[src/rtl/ex_wb_stage_pkg.sv]
// Shared pipeline types for the EX/WB boundary: writeback slot record and
// the load-wait state machine encoding.
package ex_wb_stage_pkg;

  localparam int unsigned REG_ADDR_W = 5;
  localparam int unsigned XLEN_DEF   = 32;

  typedef struct packed {
    logic [REG_ADDR_W-1:0] rd;
    logic [XLEN_DEF-1:0]   data;
    logic                  valid;
  } wb_slot_t;

  typedef enum logic [0:0] {
    StRun,
    StWaitLoad
  } wb_state_e;

endpackage

[src/rtl/ex_wb_stage.sv]
// EX/WB pipeline register for the IXU1, IXU2 and LSU slots. Holds a load
// bundle in WB until its data-memory response (or a timeout) and stalls the pipe.
module ex_wb_stage
  import ex_wb_stage_pkg::*;
#(
  parameter int unsigned LOAD_TIMEOUT = 255,
  parameter int unsigned XLEN         = XLEN_DEF
) (
  input  logic                  clk,
  input  logic                  rst,
  input  logic                  ixu1_ex_valid,
  input  logic [REG_ADDR_W-1:0] ixu1_ex_rd,
  input  logic [XLEN-1:0]       ixu1_ex_result,
  input  logic                  ixu2_ex_valid,
  input  logic [REG_ADDR_W-1:0] ixu2_ex_rd,
  input  logic [XLEN-1:0]       ixu2_ex_result,
  input  logic                  lsu_ex_valid,
  input  logic [REG_ADDR_W-1:0] lsu_ex_rd,
  input  logic                  lsu_ex_is_load,
  input  logic                  lsu_ex_is_store,
  input  logic [XLEN-1:0]       lsu_ex_result,
  input  logic                  flush,
  input  logic                  dmem_rsp_valid,
  input  logic [XLEN-1:0]       dmem_rsp_data,
  output logic [REG_ADDR_W-1:0] ixu1_wb_rd,
  output logic [REG_ADDR_W-1:0] ixu2_wb_rd,
  output logic [REG_ADDR_W-1:0] lsu_wb_rd,
  output logic [XLEN-1:0]       ixu1_wb_data,
  output logic [XLEN-1:0]       ixu2_wb_data,
  output logic [XLEN-1:0]       lsu_wb_data,
  output logic                  lsu_wb_is_load,
  output logic                  rf_ixu1_we,
  output logic                  rf_ixu2_we,
  output logic                  rf_lsu_we,
  output logic                  stall_req,
  output logic                  load_timeout_err
);

  localparam logic [7:0] TimeoutCnt = LOAD_TIMEOUT[7:0];

  wb_slot_t  ixu1_q, ixu1_d;
  wb_slot_t  ixu2_q, ixu2_d;
  wb_slot_t  lsu_q, lsu_d;
  logic      is_load_q, is_load_d;
  logic      first_q, first_d;
  logic      err_q, err_d;
  wb_state_e state_q, state_d;
  logic [7:0] cnt_q, cnt_d;

  logic load_pend;
  logic timeout_now;
  logic load_done;
  logic capture;

  // A load bundle can only leave WB in the cycle it completes, so "load in WB"
  // is equivalent to "load pending".
  always_comb begin
    load_pend   = is_load_q;
    timeout_now = load_pend && (state_q == StWaitLoad) && !dmem_rsp_valid &&
                  (cnt_q == TimeoutCnt);
    load_done   = load_pend && (dmem_rsp_valid || timeout_now);
    stall_req   = load_pend && !dmem_rsp_valid && !timeout_now;
    capture     = !stall_req;
  end

  always_comb begin
    ixu1_d    = ixu1_q;
    ixu2_d    = ixu2_q;
    lsu_d     = lsu_q;
    is_load_d = is_load_q;
    first_d   = capture;
    err_d     = err_q | timeout_now;
    if (capture) begin
      ixu1_d.valid = ixu1_ex_valid && !flush;
      ixu1_d.rd    = ixu1_d.valid ? ixu1_ex_rd : '0;
      ixu1_d.data  = ixu1_ex_result;
      ixu2_d.valid = ixu2_ex_valid && !flush;
      ixu2_d.rd    = ixu2_d.valid ? ixu2_ex_rd : '0;
      ixu2_d.data  = ixu2_ex_result;
      lsu_d.valid  = lsu_ex_valid && !flush;
      lsu_d.rd     = (lsu_d.valid && !lsu_ex_is_store) ? lsu_ex_rd : '0;
      lsu_d.data   = lsu_ex_is_load ? '0 : lsu_ex_result;
      is_load_d    = lsu_d.valid && lsu_ex_is_load;
    end
  end

  always_comb begin
    state_d = state_q;
    cnt_d   = cnt_q;
    unique case (state_q)
      StRun: begin
        if (load_pend && !dmem_rsp_valid) begin
          state_d = StWaitLoad;
          cnt_d   = 8'd1;
        end
      end
      StWaitLoad: begin
        if (load_done) begin
          state_d = StRun;
          cnt_d   = '0;
        end else begin
          cnt_d = cnt_q + 8'd1;
        end
      end
    endcase
  end

  always_ff @(posedge clk) begin
    if (rst) begin
      ixu1_q    <= '0;
      ixu2_q    <= '0;
      lsu_q     <= '0;
      is_load_q <= 1'b0;
      first_q   <= 1'b0;
      err_q     <= 1'b0;
      state_q   <= StRun;
      cnt_q     <= '0;
    end else begin
      ixu1_q    <= ixu1_d;
      ixu2_q    <= ixu2_d;
      lsu_q     <= lsu_d;
      is_load_q <= is_load_d;
      first_q   <= first_d;
      err_q     <= err_d;
      state_q   <= state_d;
      cnt_q     <= cnt_d;
    end
  end

  always_comb begin
    ixu1_wb_rd       = ixu1_q.rd;
    ixu1_wb_data     = ixu1_q.data;
    ixu2_wb_rd       = ixu2_q.rd;
    ixu2_wb_data     = ixu2_q.data;
    lsu_wb_rd        = lsu_q.rd;
    lsu_wb_is_load   = is_load_q;
    load_timeout_err = err_q;
    // Load data is bypassed straight from the response; a timeout writes zero.
    if (timeout_now) begin
      lsu_wb_data = '0;
    end else if (load_pend && dmem_rsp_valid) begin
      lsu_wb_data = dmem_rsp_data;
    end else begin
      lsu_wb_data = lsu_q.data;
    end
    rf_ixu1_we = first_q && ixu1_q.valid && (ixu1_q.rd != '0);
    rf_ixu2_we = first_q && ixu2_q.valid && (ixu2_q.rd != '0);
    rf_lsu_we  = (lsu_q.rd != '0) &&
                 (is_load_q ? load_done : (first_q && lsu_q.valid));
  end

endmodule
[config.mk]
export PLATFORM = sky130hd
export DESIGN_NAME = ex_wb_stage
export DESIGN_NICKNAME = d
export VERILOG_FILES = /design/src/rtl/ex_wb_stage_pkg.sv /design/src/rtl/ex_wb_stage.sv
export SDC_FILE = /design/constraint.sdc
export NUM_CORES = 1
export LEC_CHECK = 0
export ABC_AREA = 1
export CELL_PAD_IN_SITES_DETAIL_PLACEMENT = 1
export CELL_PAD_IN_SITES_GLOBAL_PLACEMENT = 1
export CORE_MARGIN = 5
export CORE_UTILIZATION = 31
export DETAILED_ROUTE_END_ITERATION = 6
export PLACE_DENSITY = 0.85
export SYNTH_ARGS = -nofsm -noshare
export SYNTH_HDL_FRONTEND = slang
export SYNTH_SLANG_ARGS = --single-unit
[constraint.sdc]
create_clock -name clk -period 2.95 [get_ports clk]
set_input_delay 0.4425 -clock clk [delete_from_list [all_inputs] [get_ports clk]]
set_output_delay 0.4425 -clock clk [all_outputs]
set_load 0.02 [all_outputs]
; Word level (Yosys, flattened, before mapping)
; Index checks and enable logic that the tools add are counted.
[word_totals]
regBits = 126
input_bits = 152
out_inout_bits = 117
word_cells = 59
[op_classes]
addsub = 1
n_eq_ne = 2
muxes = 13
bitwise_logic = 2
n_reduce_logical = 27
[ops]
columns = operator, count
row1 = $mux 32, 3
row2 = $logic_and 1x1->1, 18
row3 = $mux 8, 2
row4 = $pmux 8 s2, 1
row5 = $mux 5, 3
row6 = $reduce_bool 5->1, 3
row7 = $add 8x1->8 const B, 1
row8 = $eq 8x8->1 const B, 1
row9 = $logic_not 1->1, 5
row10 = $mux 1, 3
row11 = $ne 2x2->1 const B, 1
row12 = $pmux 1 s2, 1
row13 = $logic_or 1x1->1, 1
row14 = $not 1->1, 1
row15 = $or 1x1->1, 1

; Longest topological paths before layout
; Gate-level depths: netlist of run 1.
[depth]
word_depth = 7
ltp_mapped = 10
mapped_depth_nobuf = 9

; Worst setup path after synthesis of run 1
; OpenSTA, ideal clock, no wires.
[synth_timing]
kind = register -> output
from = register cnt_q[0]
to = output rf_lsu_we
arrival_ns = 1.667
required_time_ns = 2.508
slack_ns = 0.841
stages_incl_launch_ff = 9
path_buffers = 1
cell_sequence = dfxtp_1 -> ha_1 -> nand3_2 -> nor2_2 -> nand2_2 -> nand2_4 -> inv_2 -> buf_2 -> nor3_1
[synth_via]
elab_chain_len = 6
[synth_lines]
columns = item, line
row1 = from (decl), ex_wb_stage.sv:48  ; logic [7:0] cnt_q, cnt_d;
row2 = from (signal assigned), ex_wb_stage.sv:126  ; cnt_q <= cnt_d;
row3 = $eq 8x8->1, ex_wb_stage.sv:60  ; (cnt_q == TimeoutCnt);
row4 = $logic_and 1x1->1, ex_wb_stage.sv:59  ; timeout_now = load_pend && (state_q == StWaitLoad) && !dmem_rsp_valid &&
row5 = $logic_or 1x1->1, ex_wb_stage.sv:61  ; load_done = load_pend && (dmem_rsp_valid || timeout_now);
row6 = $logic_and 1x1->1, ex_wb_stage.sv:61
row7 = $mux 1, ex_wb_stage.sv:149  ; (is_load_q ? load_done : (first_q && lsu_q.valid));
row8 = $logic_and 1x1->1, ex_wb_stage.sv:148  ; rf_lsu_we = (lsu_q.rd != '0) &&
row9 = to (decl), ex_wb_stage.sv:34  ; output logic rf_lsu_we,
; Every way passes these cells.

; Worst setup path in the final report of run 1
[layout_timing]
from = register cnt_q[0]
to = output stall_req
[layout_via]
elab_chain_len = 4
[layout_lines]
columns = item, line
row1 = $eq 8x8->1, ex_wb_stage.sv:60
row2 = $logic_and 1x1->1, ex_wb_stage.sv:59
row3 = $logic_not 1->1, ex_wb_stage.sv:62  ; stall_req = load_pend && !dmem_rsp_valid && !timeout_now;
row4 = $logic_and 1x1->1, ex_wb_stage.sv:62
row5 = to (decl), ex_wb_stage.sv:35  ; output logic stall_req,
; Every way passes these cells.

==> impl.org, run 1 <==
** Logic synthesis
- Most frequently used flop master after synthesis :: dfxtp_1
- Synthesis handed over a netlist of 820 instances.
- Yosys printed 0 warnings.
- Async set or reset register ratio after synthesis :: 0%
- Post-synth EDFFs :: 0
- Count of different cell masters after synthesis :: 24
- Area share of the largest cell type after synthesis :: 42.8%
- In this run, synthesis produced a sequential element count of 126.
- The synthesized design spends more area on one cell type than any other, namely dfxtp_1.
- By area the synthesized netlist is led by dfxtp_1 43%, buf_4 10%, nor2_1 9.8%.
- The share of the Yosys chip area taken by registers is 42.8%.
- A synthesized cell averages 7.18 um^2.
- In this run the cell area of the synthesized design comes to 0.00589 mm^2.
- The number of nets handed over by synthesis was 973.

** GRT
- Remaining Overflow, GRT :: 0
- The first global-routing pass estimated 31.7 mm of wire.
- The initial antenna violation count came to 1.
- The via count of the first global-routing pass came to 6026.
- Maximum number of pins on one net before global-route repair :: 81
- In the global route stage, overall resource usage came out at 18.1%.

** Power
- The analysis attributes to net switching a power of 1160 uW.
- Power density relative to cell area :: 535 mW/mm^2
- Comb power frac :: 15.2%
- Registers are responsible for 38.8% of the overall power.
- Power, Total :: 4720 uW
- Clock power frac :: 46.0%
- Highest ir drop seen on vdd :: 0.000354 V
- Static leakage :: 0.00392 uW
- Pint :: 3560 uW
- Of the total power, the share spent switching nets is 24.5%.

** Placed design
- The congestion estimate from routability-driven global placement came to 0.762.
- Area post-placement :: 0.00812 mm^2
- Including well taps, the total number of placed cells is 1208.
- During placement, the flow inserted port buffers numbering 268.
- Summed over all nets, the half-perimeter wirelength after detailed placement is 14.7 mm.

** Setup path
- Along the worst path, the maximum fanout reaches 8.
- The critical path in this run is classified as reg -> out.
- Worst r2r dst :: lsu_q[32]
- Measured in cells, the most critical reg-to-reg path has a length of 9.
- Standard cell with the maximum stage delay on the critical path :: clkdlybuf4s50_1
- Slack of the worst reg-to-reg path :: 510 ps
- On the worst path, the slowest cell contributes a delay of 580 ps.
- At the worst endpoint, the required time is 2510 ps.
- Startpoint class of the critical path :: register
- STA classifies the critical path endpoint as an output port.
- Arr. time, crit path :: 2180 ps
- Walking the worst path, the cells encountered are ha_1, nand3_2, nor2_2, nand2_2, nand2_4, clkinv_2, clkdlybuf4s50_1.
- Reg2reg start :: cnt_q[0]

** CTS
- Clock Latency Late Sink :: 410 ps
- The longest clock path from root to sink contains 2 buffers.
- Setup Buffers After CTS :: 0
- CTS clock-pin slew for the worst setup and hold paths :: 60 ps
- Buffers inserted to repair hold after CTS numbered 0.
- TritonCTS buffer count :: 17
- TritonCTS built the clock tree.
- For this design, the sink count on the clock tree is 126.
- The H-tree was split into 4 levels.
- Clock tree root driver cell :: clkbuf_16

** Finish
- Of the cells placed in the final design, the portion with a size suffix greater than 1 is 6.26%.
- Excluding fillers, the count of instances in the completed layout stands at 1241.
- Final-stage net count :: 1146
- Area added between synthesis and finish :: 49.7%
- Layout Cell Area excl Fill :: 0.00882 mm^2

** Floorplan
- Area enclosed by the die boundary :: 0.0219 mm^2
- Die width :: 148 um
- The die is 148 um tall.
- Floorplan Core Area :: 0.0187 mm^2
- Once the floorplan was initialized, standard cells occupied 31.5% of the core.
- For this design the top-level I/O count stands at 269.
- The floorplan has 50 rows.

** Routing
- The routed layout has 5834 vias.
- The detail route stage leaves a number of antenna-violating nets equal to 0.
- Using the TritonRoute via totals, the vias-per-cell ratio works out to 4.70.
- Post-detailed-route DRC marker count :: 0
- The routed design has 20.7 mm of wire.
- The first detailed-routing pass ran for 4 iterations.
- First-iteration detailed-routing DRC count :: 284
- WL per Instance :: 16.7 um

** Timing
- Final TNS setup :: 0 ps
- Final critical path time including I/O delays and setup :: 2620 ps
- Slew at the pin closest to its max-slew limit :: 878 ps
- Worst-case headroom to the max-slew limit :: 41.5%
- Highest clock rate :: 381 MHz
- Number of hold violations in the final report :: 0
- Pins Over Slew Limit :: 0
- Setup violations remaining at the end of the flow were counted as 0.
- Setup repair after global routing missed its margin :: no
- The worst path uses 88.9% of the clock period.
- The clock arrives with 7.45 ps of skew.

** Hold path
- The path with the worst hold slack has its endpoint at lsu_q[15].
- The worst hold path belongs to the class reg -> reg.
- The startpoint identified for the worst hold timing path is lsu_q[15].
- Along the worst hold path, the cell count comes to 2.

** Run
- Max-cap violations in this run came to 0.

** Outcome
- The flow ran to the end, and the final reports show no timing, DRC or antenna violations.
-- placed cells by master, fill, tap and decap left out, types with 3 or more instances in the layout --
master	Yosys	final
clkdlybuf4s50_1	0	235
nand2_1	141	141
buf_4	80	14
a21oi_1	54	54
dlymetal6s2s_1	0	33
nor2_1	154	154
dfxtp_1	126	126
clkinv_2	0	4
clkbuf_16	0	17
o21ai_1	15	15
nor3_1	4	4
clkinvlp_4	0	3
clkbuf_8	0	3
bufinv_16	0	3
o21ai_2	9	9
inv_1	31	31
o21ai_0	79	79
nand3_1	63	63
-- how the worst max path moves through the flow --
stage          cells after the start      startpoint  slack (ps)         endpoint
6_report                           7        cnt_q[0]         330        stall_req
5_1_grt                            7        cnt_q[1]         170        stall_req
4_1_cts                            8        cnt_q[0]          50  lsu_wb_data[14]
3_5_place_dp                       9  dmem_rsp_valid         140  lsu_wb_data[14]
3_3_place_gp                       9  dmem_rsp_valid         230  lsu_wb_data[14]
2_1_floorplan                      8        cnt_q[0]         840        rf_lsu_we
-- repair_timing --
item	CTS	global route
setup endpoints to repair	0	33
hold endpoints to repair	0	0
gates resized for setup	0	33
-- metrics by stage --
step	utilization [%]	setup slack (ps)	hold slack (ps)
after floorplan	-	841	450
after global placement	43.4	229	454
after CTS	46.7	48.8	477
final	47.1	328	473
after global routing	47.1	173	494
after detailed placement	43.4	145	469
-- cell usage after synthesis (2+ instances only) --
master    instances
dfxtp_1         126
inv_2             2
o21ai_1          15
buf_6            12
inv_1            31
o21ai_0          79
nand2_2           2
nor2_1          154
nand4_1           2
buf_2            10
nor2_2            2
nand3_1          63
nand2_1         141
a21oi_1          54
buf_4            80
nor3_1            4
o21ai_2           9
clkbuf_1         28
-- sequential cells by signal (all words and copies together) (netlist names) --
signal and flops:
first_q 1, lsu_wb_rd 5, lsu_q 33, ixu2_wb_rd 5
state_q 1, load_timeout_err 1, ixu1_q 1, ixu1_wb_rd 5
lsu_wb_is_load 1, ixu2_q 1, cnt_q 8, ixu2_wb_data 32
ixu1_wb_data 32
-- critical path, delay by kind of cell, from the launching register on --
family	cells	cell delay, ps
buf+inv	2	650
simple gates	4	510
flops	1	380
fa+ha+maj	1	230
-- logic make-up after synthesis --
family	count (synthesis)	share of synthesized area, %
buffers and inverters	164	17.3
DFF	126	42.8
adders and majority gates	1	0.212
xor gates and xnor gates	1	0.149
AOI/OAI and AO/OA	157	13.9
and+or+nand+nor	371	25.6
-- metal layers --
layer  track usage (%)  part of all wire [%]
met2              32.9                    51
met4              6.19                   2.1
met5                 0                     0
met3              4.97                   6.5
met1              20.3                    40
-- power by group through the flow --
stage / combinational, uW / clock [uW] / sequential (uW)
2_1_floorplan: 386 / 0 / 1850
3_3_place_gp: 715 / 0 / 1860
3_5_place_dp: 728 / 0 / 1860
4_1_cts: 733 / 2230 / 1830
5_1_grt: 771 / 2290 / 1840
6_report: 719 / 2170 / 1830
-- final cells by class --
type | instances | area (um^2)
flip-flops and latches | 126 | 2520
clock inverters | 10 | 136
repair buffers | 284 | 2910
fillers | 2283 | 9890
diodes | 1 | 2.50
inverters | 34 | 129
well taps | 234 | 293
clock buffers | 22 | 474
multi-input cells | 530 | 2350
(Power assumes the default switching activity.)
==> inputs of run 2 (changes only) <==
--- a/config.mk
+++ b/config.mk
@@ -12,6 +12,7 @@
 export CORE_UTILIZATION = 31
 export DETAILED_ROUTE_END_ITERATION = 6
 export PLACE_DENSITY = 0.85
+export REMOVE_ABC_BUFFERS = 1
 export SYNTH_ARGS = -nofsm -noshare
 export SYNTH_HDL_FRONTEND = slang
 export SYNTH_SLANG_ARGS = --single-unit
==> impl.org, run 2 (synthesis gave the netlist of run 1 again) <==
** GRT
- Antenna violations before repair :: 1 (unchanged)
- Remaining Overflow, GRT :: 0 (unchanged)
- The global routing met2 resource utilization is 32.8% (was 32.9%).
- The most crowded layer after global routing is met2 (unchanged).
- Met3 Usage GRT :: 7.73% (was 4.97%)
- The maximum number of pins on one net before global-route repair was 81 (unchanged).
- Total track usage :: 18.8% (was 18.1%)
- The via count of the first global-routing pass is 6289 (was 6026).
- The met1 track demand over resource is 21.2% (was 20.3%).
- The wire length of the first global-routing pass is 33.1 mm (was 31.7 mm).

** CTS
- The clock transition time at the flip-flop clock pins of the worst setup and hold paths was 60 ps (about the same).
- The CTS tree is yes (unchanged).
- The TritonCTS buffer count was 17 (unchanged).
- The number of buffers between clock root and the deepest sink is 2 (unchanged).
- The cell chosen for the clock root is clkbuf_16 (unchanged).
- H-Tree Depth :: 4 (unchanged)
- The later-pin clock latency in the skew report is 410 ps (about the same).
- CTS Hold Buffers Added :: 0 (unchanged)
- The clock sink count is 126 (unchanged).

** Run
- The number of max-cap violations is 0 (unchanged).

** Routing
- Post-detailed-route DRC marker count :: 0 (unchanged)
- The count of antenna-violating nets left after detailed routing is 0 (unchanged).
- WL per Instance :: 16.9 um (was 16.7 um)
- The number of search-and-repair iterations in the first detailed-routing pass was 4 (unchanged).
- Total via count in the routed design :: 5875 (was 5834)
- First-iteration detailed-routing DRC count :: 135 (was 284)
- Final wirelength :: 21.1 mm (was 20.7 mm)
- The ratio of routed vias to standard cells is 4.72 (was 4.70).

** Finish
- Area added between synthesis and finish :: 48.2% (was 49.7%)
- The layout net count was 1149 (was 1146).
- Commonest cells after routing, fill and taps aside :: 267 x clkdlybuf4s50_1, 154 x nor2_1, 141 x nand2_1 (was 235 x clkdlybuf4s50_1, 154 x nor2_1, 141 x nand2_1)
- Number of flip-flops in the largest register :: 33 (unchanged)
- The top register by number of flip-flops is lsu_q (unchanged).
- The share of cells above drive strength 1 was 6.54% (was 6.26%).
- Layout Cell Area excl Fill :: 0.00873 mm^2 (was 0.00882 mm^2)
- The non-filler instance count after layout was 1244 (was 1241).
- The count of filler cells inserted in the layout came to 2280 (was 2283).
- The commonest non-fill, non-tap cell in the layout is clkdlybuf4s50_1 (unchanged).

** Timing
- Pins Over Slew Limit :: 0 (unchanged)
- Final setup skew :: 13.0 ps (was 7.45 ps)
- The final number of hold-violating endpoints was 0 (unchanged).
- Setup violations, final :: 0 (unchanged)
- The final critical delay including setup and external delays came to 2890 ps (was 2620 ps).
- Setup repair after global routing missed its margin: yes (was no).
- The highest attainable clock frequency came to 346 MHz (was 381 MHz).
- Slew at the pin closest to its max-slew limit :: 782 ps (was 878 ps)
- Final TNS setup :: 0 ps (unchanged)
- Worst-case headroom to the max-slew limit :: 47.8% (was 41.5%)
- Portion of the clock cycle consumed by the worst path in the final layout :: 97.9% (was 88.9%)

** Outcome
- Status: completed (unchanged).

** Floorplan
- Die width :: 148 um (unchanged)
- Initial Util :: 31.5% (unchanged)
- The die span in y was 148 um (unchanged).
- The total I/O pin count came to 269 (unchanged).
- Number of placement rows :: 50 (unchanged)
- The placeable core region is 0.0187 mm^2 (unchanged).
- Area enclosed by the die boundary :: 0.0219 mm^2 (unchanged)

** Placed design
- Half-perimeter wire length after detailed placement :: 15.4 mm (was 14.7 mm)
- Area post-placement :: 0.00816 mm^2 (was 0.00812 mm^2)
- Count of input and output buffers :: 268 (unchanged)
- The instance count after placement with tap cells included came to 1211 (was 1208).
- Final Wtd Congestion :: 0.759 (was 0.762)

** Hold path
- Worst hold path stage count :: 2 (unchanged)
- The worst hold-check path type is reg -> reg (unchanged).

** Setup path
- The arrival time of the worst setup path came to 2440 ps (was 2180 ps).
- FF-to-FF path depth :: 9 (unchanged)
- CP endpoint kind :: output port (unchanged)
- The highest net fanout along the worst path is 20 (was 8).
- The class of the most critical setup path is reg -> out (unchanged).
- Startpoint class of the critical path :: register (unchanged)
- The data required time of the critical path is 2510 ps (about the same).

** Power
- The worst voltage drop across the vdd grid is 0.000360 V (was 0.000354 V).
- The leakage power came to 0.00341 uW (was 0.00392 uW).
- Power density relative to cell area :: 523 mW/mm^2 (was 535 mW/mm^2)
[run 2: cell count changes in the layout (fill, tap and decap cells not counted), moves of 3 or more]
cell / before / now
clkdlybuf4s50_1: 235 / 267
clkinv_4: 1 / 5
dlymetal6s2s_1: 33 / 1
clkbuf_8: 3 / 0
inv_6: 0 / 4
[run 2: cell type report]
| cell class | instances | area [um^2] | area share (%) |
|---|---|---|---|
| diodes | 1 | 2.50 | 0.0287 |
| multi-input cells | 530 | 2350 | 26.9 |
| clock inverters | 13 | 133 | 1.52 |
| clock buffers | 19 | 433 | 4.96 |
| inverters | 34 | 129 | 1.48 |
| well taps | 234 | 293 | 3.36 |
| repair buffers | 287 | 2870 | 32.8 |
| flip-flops and latches | 126 | 2520 | 28.9 |
[run 2: layer usage]
metal	share of wire, %	vias up
met5	0	-
met4	2.0	0
met3	8.8	27
met2	49	186
met1	40	2756
li1	-	2906
[run 2: path summary, 6_finish.rpt]
| check | from | to | slack (ps) |
|---|---|---|---|
| hold reg to reg | lsu_q[14] | lsu_q[14] | 470 |
| hold / removal | lsu_q[14] | lsu_q[14] | 470 |
| setup reg to reg | cnt_q[1] | lsu_q[6] | 610 |
| setup / recovery | cnt_q[1] | lsu_wb_data[19] | 60 |
[run 2: critical path: stages (launching register included)]
cell and delay [ps]:
dfxtp_1 390, ha_1 240, nand3_2 130, nor2_2 150, nand2_2 110, inv_1 230
buf_12 200, a21oi_1 60, clkdlybuf4s50_1 540
[run 2: timing repair]
item / CTS / global route
buffers inserted: 0 / 0
endpoints found under the setup margin: 0 / 32
resized for setup: 0 / 1
[run 2: where the power goes]
part / total [uW] / internal (uW) / switching, uW
clock: 2010 / 1180 / 826
combinational: 730 / 391 / 339
sequential: 1830 / 1790 / 43.5
[run 2: stage by stage]
stage	hold slack, ps	power (uW)	setup WS (ps)	util, %
after floorplan	453	2140	-121	-
after global placement	451	2590	192	43.6
after detailed placement	469	2600	146	43.6
after CTS	478	4640	39.7	46.6
after global routing	502	4770	-61.1	46.6
final	474	4570	62.9	46.6
